===== src/rtl/iic_cfg_pkg.sv =====
// rtl/iic_cfg_pkg.sv - shared types and constants for the IIC register-init sequencer
//
// Purpose: sequencer state encoding, table entry layout, driver mode constants
//          and a saturating increment helper for the retry statistic.
// Ports:   none (package).

package iic_cfg_pkg;

  typedef enum logic [3:0] {
    ST_IDLE,
    ST_PWRUP,
    ST_FETCH,
    ST_CHECK,
    ST_DELAY,
    ST_ISSUE,
    ST_WAIT_DONE,
    ST_RETRY,
    ST_NEXT,
    ST_END
  } state_e;

  // An entry whose address is DELAY_MARKER is a pause of data*DLY_UNIT clocks
  localparam logic [15:0] DELAY_MARKER = 16'hFFFF;
  localparam logic [1:0]  IIC_MODE_WR  = 2'b00;
  localparam logic [7:0]  IIC_WR_LEN   = 8'd1;

  // Table word layout: {addr[15:0], data[7:0]}
  localparam int ENTRY_W        = 24;
  localparam int ENTRY_ADDR_LSB = 8;
  localparam int ENTRY_DATA_LSB = 0;

  typedef struct packed {
    logic [15:0] addr;
    logic [7:0]  data;
  } entry_t;

  function automatic logic [7:0] sat_inc8(input logic [7:0] v);
    return (v == 8'hFF) ? v : v + 8'd1;
  endfunction

endpackage


===== src/rtl/iic_cfg_timer.sv =====
// rtl/iic_cfg_timer.sv - loadable down-counter with expiry flag
//
// Purpose: one counter shared by power-up wait, delay entries and transaction
//          timeout; the sequencer reloads it on entry to each timed state.
// Ports:
//   clk_i       system clock
//   rst_i       synchronous active-high reset
//   load_i      load load_val_i this cycle
//   load_val_i  cycles to count
//   expired_o   count reached zero (suppressed in the load cycle)

module iic_cfg_timer #(
  parameter int W = 18
) (
  input  logic         clk_i,
  input  logic         rst_i,
  input  logic         load_i,
  input  logic [W-1:0] load_val_i,
  output logic         expired_o
);

  logic [W-1:0] cnt_q;

  always_ff @(posedge clk_i) begin
    if (rst_i) begin
      cnt_q <= '0;
    end else if (load_i) begin
      cnt_q <= load_val_i;
    end else if (cnt_q != '0) begin
      cnt_q <= cnt_q - 1'b1;
    end
  end

  // A stale zero from the previous use must not look like expiry while reloading
  assign expired_o = (cnt_q == '0) && !load_i;

endmodule


===== src/rtl/iic_cfg_seq.sv =====
// rtl/iic_cfg_seq.sv - IIC register-initialisation table sequencer
//
// Purpose: walks a ROM of {reg_addr, reg_data} entries, issues one single-byte
//          IIC write per entry, retries NACKed/timed-out entries and reports
//          done/fail status. Address FFFF entries are pauses.
// Ports:
//   clk, rst                         clock, synchronous active-high reset
//   start, auto_start                run request pulse / run once after reset
//   tbl_idx, tbl_data                table ROM address / entry (1-cycle latency)
//   iic_exec, iic_addr, iic_wdata    request to the byte driver
//   iic_mode, iic_rw_len             constant write mode, length 1
//   iic_idle, iic_done, iic_err_flag driver status
//   busy, cfg_done, cfg_fail         run status
//   fail_idx, retry_total            failing entry, retries in last run

module iic_cfg_seq
  import iic_cfg_pkg::*;
#(
  parameter int TABLE_LEN    = 32,
  parameter int IDX_W        = 6,
  parameter int MAX_RETRY    = 3,
  parameter int TO_CYCLES    = 65535,
  parameter int PWRUP_CYCLES = 100000,
  parameter int DLY_UNIT     = 1024
) (
  input  logic               clk,
  input  logic               rst,
  input  logic               start,
  input  logic               auto_start,
  output logic [IDX_W-1:0]   tbl_idx,
  input  logic [ENTRY_W-1:0] tbl_data,
  output logic               iic_exec,
  output logic [15:0]        iic_addr,
  output logic [7:0]         iic_wdata,
  output logic [1:0]         iic_mode,
  output logic [7:0]         iic_rw_len,
  input  logic               iic_idle,
  input  logic               iic_done,
  input  logic               iic_err_flag,
  output logic               busy,
  output logic               cfg_done,
  output logic               cfg_fail,
  output logic [IDX_W-1:0]   fail_idx,
  output logic [7:0]         retry_total
);

  localparam int DLY_MAX   = 255 * DLY_UNIT;
  localparam int TMR_MAX_A = (PWRUP_CYCLES > TO_CYCLES) ? PWRUP_CYCLES : TO_CYCLES;
  localparam int TMR_MAX   = (TMR_MAX_A > DLY_MAX) ? TMR_MAX_A : DLY_MAX;
  localparam int TMR_W     = $clog2(TMR_MAX + 1);
  localparam int ATT_W     = (MAX_RETRY < 1) ? 1 : $clog2(MAX_RETRY + 1);

  localparam logic [IDX_W-1:0] LAST_IDX    = IDX_W'(TABLE_LEN - 1);
  localparam logic [ATT_W-1:0] MAX_RETRY_C = ATT_W'(MAX_RETRY);

  state_e             state_q;
  logic [IDX_W-1:0]   idx_q;
  logic [ATT_W-1:0]   attempts_q;
  entry_t             entry_q;
  logic               fetch_wait_q;
  logic               err_seen_q;
  logic               iic_exec_q;
  logic [15:0]        iic_addr_q;
  logic [7:0]         iic_wdata_q;
  logic               busy_q;
  logic               cfg_done_q;
  logic               cfg_fail_q;
  logic [IDX_W-1:0]   fail_idx_q;
  logic [7:0]         retry_total_q;
  logic               tmr_load_q;
  logic [TMR_W-1:0]   tmr_val_q;
  logic               tmr_expired;
  logic [TMR_W-1:0]   dly_cycles;

  assign dly_cycles = TMR_W'(entry_q.data) * TMR_W'(DLY_UNIT);

  iic_cfg_timer #(.W(TMR_W)) u_timer (
    .clk_i      (clk),
    .rst_i      (rst),
    .load_i     (tmr_load_q),
    .load_val_i (tmr_val_q),
    .expired_o  (tmr_expired)
  );

  always_ff @(posedge clk) begin
    if (rst) begin
      state_q       <= auto_start ? ST_PWRUP : ST_IDLE;
      idx_q         <= '0;
      attempts_q    <= '0;
      entry_q       <= '0;
      fetch_wait_q  <= 1'b0;
      err_seen_q    <= 1'b0;
      iic_exec_q    <= 1'b0;
      iic_addr_q    <= '0;
      iic_wdata_q   <= '0;
      busy_q        <= 1'b0;
      cfg_done_q    <= 1'b0;
      cfg_fail_q    <= 1'b0;
      fail_idx_q    <= '0;
      retry_total_q <= '0;
      // Arm the power-up wait so it starts counting on the first free cycle
      tmr_load_q    <= 1'b1;
      tmr_val_q     <= TMR_W'(PWRUP_CYCLES);
    end else begin
      tmr_load_q <= 1'b0;
      case (state_q)
        ST_IDLE, ST_PWRUP: begin
          if ((state_q == ST_IDLE && start) || (state_q == ST_PWRUP && tmr_expired)) begin
            idx_q         <= '0;
            attempts_q    <= '0;
            cfg_done_q    <= 1'b0;
            cfg_fail_q    <= 1'b0;
            retry_total_q <= '0;
            busy_q        <= 1'b1;
            fetch_wait_q  <= 1'b1;
            state_q       <= ST_FETCH;
          end
        end
        ST_FETCH: begin
          // First cycle presents tbl_idx; ROM data is valid on the second
          if (fetch_wait_q) begin
            fetch_wait_q <= 1'b0;
          end else begin
            entry_q.addr <= tbl_data[ENTRY_ADDR_LSB +: 16];
            entry_q.data <= tbl_data[ENTRY_DATA_LSB +: 8];
            state_q      <= ST_CHECK;
          end
        end
        ST_CHECK: begin
          if (entry_q.addr == DELAY_MARKER) begin
            if (entry_q.data == 8'd0) begin
              state_q <= ST_NEXT;
            end else begin
              tmr_load_q <= 1'b1;
              tmr_val_q  <= dly_cycles;
              state_q    <= ST_DELAY;
            end
          end else if (iic_idle) begin
            // Driver may still be finishing a frame from before a reset
            iic_exec_q  <= 1'b1;
            iic_addr_q  <= entry_q.addr;
            iic_wdata_q <= entry_q.data;
            err_seen_q  <= 1'b0;
            tmr_load_q  <= 1'b1;
            tmr_val_q   <= TMR_W'(TO_CYCLES);
            state_q     <= ST_ISSUE;
          end
        end
        ST_DELAY: begin
          if (tmr_expired) state_q <= ST_NEXT;
        end
        ST_ISSUE: begin
          // Hold exec until the slow-clocked driver shows it has taken it
          if (!iic_idle) begin
            iic_exec_q <= 1'b0;
            state_q    <= ST_WAIT_DONE;
          end else if (tmr_expired) begin
            iic_exec_q <= 1'b0;
            state_q    <= ST_RETRY;
          end
        end
        ST_WAIT_DONE: begin
          err_seen_q <= err_seen_q | iic_err_flag;
          if (iic_done) begin
            state_q <= (err_seen_q || iic_err_flag) ? ST_RETRY : ST_NEXT;
          end else if (tmr_expired) begin
            state_q <= ST_RETRY;
          end
        end
        ST_RETRY: begin
          if (attempts_q < MAX_RETRY_C) begin
            attempts_q    <= attempts_q + 1'b1;
            retry_total_q <= sat_inc8(retry_total_q);
            state_q       <= ST_CHECK;
          end else begin
            fail_idx_q <= idx_q;
            cfg_fail_q <= 1'b1;
            state_q    <= ST_END;
          end
        end
        ST_NEXT: begin
          if (idx_q == LAST_IDX) begin
            cfg_done_q <= 1'b1;
            state_q    <= ST_END;
          end else begin
            idx_q        <= idx_q + 1'b1;
            attempts_q   <= '0;
            fetch_wait_q <= 1'b1;
            state_q      <= ST_FETCH;
          end
        end
        ST_END: begin
          busy_q  <= 1'b0;
          state_q <= ST_IDLE;
        end
        default: state_q <= ST_IDLE;
      endcase
    end
  end

  assign tbl_idx     = idx_q;
  assign iic_exec    = iic_exec_q;
  assign iic_addr    = iic_addr_q;
  assign iic_wdata   = iic_wdata_q;
  assign iic_mode    = IIC_MODE_WR;
  assign iic_rw_len  = IIC_WR_LEN;
  assign busy        = busy_q;
  assign cfg_done    = cfg_done_q;
  assign cfg_fail    = cfg_fail_q;
  assign fail_idx    = fail_idx_q;
  assign retry_total = retry_total_q;

endmodule

===== config.mk =====
export PLATFORM = sky130hd
export DESIGN_NAME = iic_cfg_seq
export DESIGN_NICKNAME = d
export VERILOG_FILES = /design/src/rtl/iic_cfg_pkg.sv /design/src/rtl/iic_cfg_timer.sv /design/src/rtl/iic_cfg_seq.sv
export SDC_FILE = /design/constraint.sdc
export NUM_CORES = 1
export LEC_CHECK = 0
export CAP_MARGIN = 15
export CORE_ASPECT_RATIO = 1.4
export CORE_MARGIN = 4
export CORE_UTILIZATION = 57
export CTS_BUF_LIST = sky130_fd_sc_hd__clkbuf_4 sky130_fd_sc_hd__clkbuf_8 sky130_fd_sc_hd__clkbuf_16
export CTS_CLUSTER_SIZE = 28
export DETAILED_ROUTE_END_ITERATION = 16
export PLACE_DENSITY = 0.92
export SETUP_SLACK_MARGIN = 0.5
export SLEW_MARGIN = 20
export SYNTH_ARGS = -nofsm -noshare
export SYNTH_HDL_FRONTEND = slang
export SYNTH_HIERARCHICAL = 1
export SYNTH_SLANG_ARGS = --single-unit

===== constraint.sdc =====
create_clock -name clk -period 6.75 [get_ports clk]
set_input_delay 1.35 -clock clk [delete_from_list [all_inputs] [get_ports clk]]
set_output_delay 1.35 -clock clk [all_outputs]
set_load 0.02 [all_outputs]

* Word-level counts from Yosys, hierarchy flattened
Index checks and enable logic that the tools add are counted.
** Word-level totals
- Register bits :: 117
- Input bits :: 31
- Logic and storage cells :: 139
** Operators by class
- Add/sub/neg operators :: 4
- $lt $le $gt $ge :: 1
- Eq/ne operators :: 26
- Mux-type cells :: 52
- Bitwise gates (word level) :: 4
- Reduce and logical (&&, ||, !) cells :: 34
** Operators with widths (count)
- 2-to-1 mux 18 bit :: 5
- 2-to-1 mux 4 bit :: 13
- case mux 4 bit (8 select lines) :: 1
- 2-to-1 mux 8 bit :: 3
- AND reduction 3 bit :: 7
- logical NOT 18 bit :: 1
- inequality test 2 bit, second input constant :: 9
- nonzero test 18 bit :: 1
- subtractor 18 x 1 -> 18 bit, second input constant :: 1
- == test 16 bit, second input constant :: 1
- == test 4 x 3 -> 1 bit, second input constant :: 4
- 2-to-1 mux 1 bit :: 16
- case mux 8 bit (2 select lines) :: 1
- AND reduction 4 bit :: 4
- nonzero test 2 bit :: 7
- 2-to-1 mux 6 bit :: 2
- inequality test 3 bit, second input constant :: 4
- case mux 6 bit (2 select lines) :: 1
- case mux 1 bit (2 select lines) :: 5
- adder 8 x 1 -> 8 bit, second input constant :: 1
- == test 4 x 2 -> 1 bit, second input constant :: 2
- == test 4 bit, second input constant :: 2
- == test 8 bit, second input constant :: 1
- logical NOT 8 bit :: 1
- other kinds (18) :: 28

* Longest topological paths before layout
Gate-level depths: netlist of the first run.
- Word-level depth :: 7
- Depth in mapped cells :: 12

* Hierarchy
The synthesis of the first run kept the hierarchy.
** By module, submodules not included
- iic_cfg_seq :: times used 1, cells each 493, area each 4043.9 sq um
- iic_cfg_timer :: times used 1, cells each 128, area each 1043.5 sq um

* Worst setup path after synthesis of the first run
OpenSTA, ideal clock, no wires.
- Path kind :: reg-to-reg
- Start :: reg u_timer.cnt_q[0]
- End :: reg retry_total_q[5], in the netlist retry_total[5]
- Setup time :: 140 ps
- Data arrival time :: 2740 ps
- Data required time :: 6610 ps
- Slack :: 3870 ps
- Stages on the path, launching flop included :: 12
- Clock period less this slack :: 2880 ps
- Cell sequence :: dfxtp_1 -> inv_1 -> ha_1 -> or4b_1 -> buf_2 -> or3_1 -> clkbuf_1 -> nor2_1 -> mux2i_1 -> o22a_1 -> o21ai_0 -> a31oi_1
** On the way
- Word-level cells in the longest chain between the ends :: 6
** Ends and longest elaborated chain
- start: declaration :: line iic_cfg_timer.sv:22 : logic [W-1:0] cnt_q;
- start signal: assignment :: line iic_cfg_timer.sv:28 : cnt_q <= load_val_i;
- start signal: assignment :: line iic_cfg_timer.sv:30 : cnt_q <= cnt_q - 1'b1;
- logical NOT 18 bit :: line iic_cfg_timer.sv:35 : assign expired_o = (cnt_q == '0) && !load_i;
- logical AND 1 bit :: line iic_cfg_timer.sv:35
- net tmr_expired :: line iic_cfg_seq.sv:72 : logic tmr_expired;
- logical AND 1 bit :: line iic_cfg_seq.sv:108 : if ((state_q == ST_IDLE && start) || (state_q == ST_PWRUP && tmr_expired)) begin
- logical OR 1 bit :: line iic_cfg_seq.sv:108
- inequality test 2 bit (no line)
- AND reduction 4 bit (no line)
- end signal: assignment :: line iic_cfg_seq.sv:173 : retry_total_q <= sat_inc8(retry_total_q);
- end: declaration :: line iic_cfg_seq.sv:69 : logic [7:0] retry_total_q;
The timed path passes the listed nets, and every way through them passes these cells.
A chain may end at the register's enable or synchronous reset.

* Worst setup path in the final report of the first run
Same ends and word-level chain as after synthesis.

==> results of run 1 <==
[placed cells by master (no fill, tap or decap), types with 5 or more instances in the layout]
cell type / instances
inv_1: 16
a21oi_1: 74
a211oi_1: 17
clkdlybuf4s50_1: 77
nand2b_1: 6
nor3_1: 15
xnor2_1: 7
nor2_1: 32
nand2_1: 76
a31oi_1: 11
or3_1: 10
nand3_1: 41
conb_1: 10
clkbuf_16: 9
and3_1: 5
nor4_1: 10
dfxtp_1: 105
nand4_1: 9
or4_1: 5
o21ai_0: 39
[stage by stage]
| stage | cell area, µm² | cells | power [mW] | setup slack (ps) |
|---|---|---|---|---|
| floorplan | 5120 | 629 | 1.21 | 3870 |
| global placement | 5800 | 758 | 1.30 | 3440 |
| detailed placement | 5800 | 758 | 1.33 | 3310 |
| CTS | 6080 | 774 | 1.82 | 3320 |
| global route | 6110 | 776 | 1.93 | 3100 |
| finish | 6110 | 776 | 1.84 | 3240 |
[sequential cells by signal, indices dropped and copies added, names as in the netlist]
signal         cells
attempts_q         2
iic_wdata          8
tmr_load_q         1
busy               1
retry_total        8
cfg_fail           1
tmr_val_q         10
cfg_done           1
fail_idx           6
iic_exec           1
iic_addr          16
err_seen_q         1
fetch_wait_q       1
u_timer/cnt_q     18
entry_q           24
tbl_idx            6
state_q            4
[power breakdown]
group          internal (mW)  switching, mW  leakage (nW)  total, mW
combinational          0.195          0.285          1.00      0.480
clock                  0.271          0.237         0.140      0.508
sequential             0.729          0.124         0.897      0.853
[kinds of logic (layout without fill, tap and decap cells)]
logic type / Yosys count / in the layout
and+or+nand+nor: 236 / 236
muxes: 4 / 4
adders and majority gates: 4 / 4
buffers and inverters: 72 / 114
DFF: 109 / 109
other: 2 / 10
xor gates and xnor gates: 9 / 9
AOI/OAI and AO/OA: 185 / 185
[routing by layer]
layer | global-route usage | part of all wire | wire length [µm] | up-vias
li1 | - | - | - | 2335
met1 | 0.315 | 0.39 | 5260 | 2291
met2 | 0.430 | 0.52 | 6910 | 220
met3 | 0.0385 | 0.059 | 788 | 36
met4 | 0.134 | 0.030 | 399 | 0
met5 | 0 | 0 | 0 | -
[area by class of cell]
type                    instances  area share
clock buffers                  12      0.0416
clock inverters                 4     0.00553
inverters                      17      0.0105
multi-input cells             448       0.425
flip-flops and latches        109       0.364
well taps                     105      0.0215
repair buffers                 81       0.132
[worst register-to-register path, cell delays in order (launching register included)]
cell     delay [ps]
dfxtp_1         330
inv_1            80
ha_1            190
or4b_1          600
or3_1           540
nor2_1          440
mux2i_1         260
o22a_1          270
o21ai_0         480
a31oi_1         170
[worst paths after layout]
kind                                       end  slack, ps  cells past startpoint
worst max-delay path            retry_total[5]       3240                      9
worst min-delay path                  cfg_done        460                      2
worst max register to register  retry_total[5]       3240                      9
worst min register to register        cfg_done        460                      2
==> results.py, run 1 <==
metrics = {
    "timing": {
        "slew_headroom": 0.344,
        "worstMarginPinSlew_ps": 984,
        "setup_violations": 0,
        "fin_worst_skew_ps": 6.03,
        "hold_viol_final": 0,
        "min_period_over_period": 0.519,
        "timing.hold.ws_ps": 457,
        "fmax_mhz": 285,
        "tns_ps": 0,
        "rsz0062_at_grt": "no",
        "timing.final.max_slew_violations": 0,
        "fin_crit_ps": 3510,
    },
    "drt": {
        "postRouteAntennaNets": 0,
        "dr.pass1.iters": 7,
        "drc": 0,
        "drt-wirelength-per-cell_um": 17.2,
        "finalWirelength_um": 13400,
        "drt-vias-per-instance": 6.29,
        "num_vias": 4882,
        "drt_iter0_drc": 422,
    },
    "cts": {
        "clk_path_buf_depth": 2,
        "htree_num_levels": 3,
        "cts_root_buf": "clkbuf_16",
        "cts_resized": 0,
        "cts_tree": "done",
        "clkSinkCount": 109,
        "cts_setup_buffers": 0,
        "clk_latency_ps": 350,
        "cts_hold_buf": 0,
        "numCtsBuffers": 9,
        "path_clk_slew_ps": 70,
    },
    "logic_synthesis": {
        "syn_avg_cell_area_um2": 8.19,
        "synth_xor_area_frac": 0.0155,
        "postSynthCellCount": 621,
        "synth_top_family_by_area": "simple AND/OR/NAND/NOR gates",
        "synthSimpleGateAreaFrac": 0.240,
        "ys_ff_latch": 109,
        "synth_edf_count": 4,
        "synthTopCellsByArea": "dfxtp_1 41%, a21oi_1 7.3%, nand2_1 5.6%, nand3_1 4.0%, o21ai_0 3.8%",
        "yosysWarnings": 6,
        "synthMuxAreaShare": 0.00910,
        "synth_top_area_share": 0.413,
        "synth.distinct_cells": 69,
        "synth-compound-area-share": 0.225,
        "synthFlopType": "dfxtp_1",
        "yosysMostFrequentCell": "dfxtp_1",
        "ys_top_cells_by_count": "105 x dfxtp_1, 76 x nand2_1, 74 x a21oi_1",
        "ys_seq_area_frac": 0.437,
        "synth_top_area_cell": "dfxtp_1",
        "synth_fa_ha_area_frac": 0.00984,
        "async_flop_share": 0,
        "syn_area_um2": 5090,
    },
    "job": {
        "drv_cap": 0,
    },
    "finish": {
        "diodes": 0,
        "drive_above_1_share": 0.0537,
        "nFillCells": 641,
        "areaGrowthSynthToFinish_pct": 20.0,
        "regArea_um2": 2220,
        "utilization": 0.705,
        "multi_input_area_um2": 2590,
        "nNetsFinal": 701,
    },
    "setup_path": {
        "start_kind": "register",
        "r2r_start": "u_timer/cnt_q[0]",
        "crit_buf_inv": 1,
        "crit_chain": "inv_1 > ha_1 > or4b_1 > or3_1 > nor2_1 > mux2i_1 > o22a_1 > o21ai_0 > a31oi_1",
        "critPathTopFamily": "simple AND/OR/NAND/NOR gates",
        "crit_slowest_cell": "or4b_1",
        "worstPathRequired_ps": 6960,
        "end_kind": "register",
        "critPathLaunch": "u_timer/cnt_q[0]",
        "crit_type": "register to register",
        "crit_fanout": 8,
        "max_stage_delay_ps": 600,
        "worst_ep_arrival_time_ps": 3720,
    },
    "place": {
        "port_buffers": 78,
        "gp_congestion": 0.866,
        "hpwl_um": 9030,
    },
    "floorplan": {
        "dieArea_um2": 10500,
        "boundaryPins": 89,
        "die_x_um": 87.8,
        "initial_core_util": 0.588,
        "coreArea_um2": 8660,
        "std_cell_rows": 40,
        "die_h_um": 120,
    },
    "power": {
        "p_leak_nw": 2.04,
        "peakVddDrop_v": 0.000205,
        "p_per_area_nw_per_um2": 302,
    },
    "status": {
        "outcome": "completed",
    },
    "global_routing": {
        "grt_max_degree": 95,
        "gr-total-overflow": 0,
        "grtUsageTotal": 0.258,
        "grt_pass1_vias": 4572,
        "antenna_found_initial": 0,
        "grt_pass1_wl_um": 21700,
    },
    "worst_hold_path": {
        "holdCritPathClass": "register to register",
        "holdCritStartpoint": "cfg_done",
    },
}
(Power assumes the default switching activity.)
==> run 2, diff against run 1 <==
--- a/config.mk
+++ b/config.mk
@@ -8,11 +8,11 @@
 export CAP_MARGIN = 15
 export CORE_ASPECT_RATIO = 1.4
 export CORE_MARGIN = 4
-export CORE_UTILIZATION = 57
+export CORE_UTILIZATION = 48
 export CTS_BUF_LIST = sky130_fd_sc_hd__clkbuf_4 sky130_fd_sc_hd__clkbuf_8 sky130_fd_sc_hd__clkbuf_16
 export CTS_CLUSTER_SIZE = 28
 export DETAILED_ROUTE_END_ITERATION = 16
-export PLACE_DENSITY = 0.92
+export PLACE_DENSITY = 0.84
 export SETUP_SLACK_MARGIN = 0.5
 export SLEW_MARGIN = 20
 export SYNTH_ARGS = -nofsm -noshare
==> constraint.sdc (replaced) <==
create_clock -name clk -period 3.05 [get_ports clk]
set_input_delay 0.61 -clock clk [delete_from_list [all_inputs] [get_ports clk]]
set_output_delay 0.61 -clock clk [all_outputs]
set_load 0.02 [all_outputs]
==> run 2 against run 1 <==
Wire length grew 2.1%. Cell area grew 3.1%. First-iteration DRC count shrank 3.8%. Largest cell class unchanged.
==> results.py, run 2 (synthesized netlist as in run 1, its figures left out) <==
metrics = {
    "power": {
        "p_per_area_nw_per_um2": 666,
        "peakVddDrop_v": 0.000382,
        "p_leak_nw": 2.10,
    },
    "global_routing": {
        "grt_pass1_vias": 4783,
        "grt_pass1_wl_um": 22300,
        "grt_max_degree": 49,
        "gr-total-overflow": 0,
        "grtUsageTotal": 0.221,
        "antenna_found_initial": 0,
    },
    "finish": {
        "layout_commonest_cell": "dfxtp_1",
        "areaGrowthSynthToFinish_pct": 23.8,
        "most-common-layout-cells": "103 x dfxtp_1, 77 x clkdlybuf4s50_1, 75 x nand2_1",
        "nNetsFinal": 711,
        "final_cells": 819,
        "diodes": 0,
        "utilization": 0.608,
        "largest-register": "entry_q",
        "multi_input_area_um2": 2680,
        "largest_register_ffs": 24,
        "drive_above_1_share": 0.0881,
        "nFillCells": 920,
        "regArea_um2": 2220,
    },
    "drt": {
        "drc": 0,
        "dr.pass1.iters": 5,
        "drt_iter0_drc": 406,
        "drt-vias-per-instance": 5.96,
        "num_vias": 4882,
        "finalWirelength_um": 13600,
        "drt-wirelength-per-cell_um": 16.7,
        "postRouteAntennaNets": 0,
    },
    "worst_hold_path": {
        "hold_path_depth": 2,
        "holdCritPathClass": "register to register",
    },
    "cts": {
        "cts_tree": "done",
        "cts_hold_buf": 0,
        "path_clk_slew_ps": 70,
        "cts_root_buf": "clkbuf_16",
        "clkSinkCount": 109,
        "htree_num_levels": 3,
        "clk_latency_ps": 340,
        "clk_path_buf_depth": 2,
        "numCtsBuffers": 9,
    },
    "place": {
        "hpwl_um": 9460,
        "dp_slack_ps": 292,
        "gp_congestion": 0.865,
        "dp_cells": 797,
        "port_buffers": 78,
    },
    "timing": {
        "rsz0062_at_grt": "yes",
        "worstMarginPinSlew_ps": 808,
        "timing.final.max_slew_violations": 0,
        "min_period_over_period": 0.818,
        "tns_ps": 0,
        "fin_crit_ps": 2500,
        "fmax_mhz": 401,
        "hold_viol_final": 0,
        "setup_ws_ps": 554,
        "setup_violations": 0,
        "fin_worst_skew_ps": 7.69,
        "slew_headroom": 0.461,
    },
    "setup_path": {
        "worstPathRequired_ps": 3310,
        "crit_slowest_cell": "or4b_4",
        "end_kind": "register",
        "crit_chain": "inv_2 > ha_4 > or4b_4 > or3_4 > nor2_4 > mux2i_4 > o22ai_4 > a41oi_1 > a211oi_2",
        "crit_fanout": 5,
        "max_stage_delay_ps": 480,
        "crit_type": "register to register",
        "worst_ep_arrival_time_ps": 2760,
        "start_kind": "register",
        "rr_worst_depth": 9,
    },
    "floorplan": {
        "die_h_um": 130,
        "std_cell_rows": 44,
        "dieArea_um2": 12300,
        "initial_core_util": 0.492,
        "coreArea_um2": 10300,
        "die_x_um": 95.0,
        "boundaryPins": 89,
    },
    "job": {
        "drv_cap": 0,
    },
    "status": {
        "outcome": "completed",
    },
}
## run 2: timing repair
action,4_1_cts,5_1_grt
cloned,0,0
endpoints found under the setup margin,23,13
buffers inserted,2,4
endpoints found under the hold margin,0,0
pin swaps,3,3
resized for setup,2,5
## run 2: critical path, delay by kind of cell (launching register included)
| family | cells | cell delay, ps |
|---|---|---|
| compound gates | 3 | 650 |
| mux | 1 | 130 |
| buf+inv | 1 | 80 |
| simple gates | 3 | 1070 |
| flops | 1 | 330 |
| fa+ha+maj | 1 | 150 |
## run 2: layout make-up
cell class	count	share of cell area
Tap cell	138	0.0274
Clock inverter	7	0.00894
Sequential cell	109	0.353
Timing Repair Buffer	91	0.139
Multi-Input combinational cell	448	0.426
Clock buffer	9	0.0358
Inverter	17	0.0101
## run 2: metal layers
layer / vias to the layer above / part of all wire / GRT usage
met5: - / 0 / 0
met4: 0 / 0.024 / 0.0901
li1: 2357 / - / -
met3: 31 / 0.055 / 0.0421
met1: 2295 / 0.40 / 0.262
met2: 199 / 0.52 / 0.390
## run 2: report_power, final
part / switching (mW) / total [mW] / internal, mW
sequential: 0.279 / 1.89 / 1.61
clock: 0.560 / 1.13 / 0.567
combinational: 0.675 / 1.17 / 0.497
total: 1.51 / 4.19 / 2.68
## run 2: final timing paths
path,startpoint,to,slack (ps)
min,cfg_fail,cfg_fail,460
max reg2reg,u_timer/cnt_q[1],retry_total[7],550
max,u_timer/cnt_q[1],retry_total[7],550
min reg2reg,cfg_fail,cfg_fail,460
## run 2: per-stage QoR
step | cell area, µm² | hold WS, ps | power, mW
2_1_floorplan | 5190 | 434 | 2.72
3_3_place_gp | 5930 | 443 | 2.95
3_5_place_dp | 5930 | 449 | 3.01
4_1_cts | 6240 | 458 | 4.13
5_1_grt | 6300 | 483 | 4.40
6_report | 6300 | 459 | 4.19
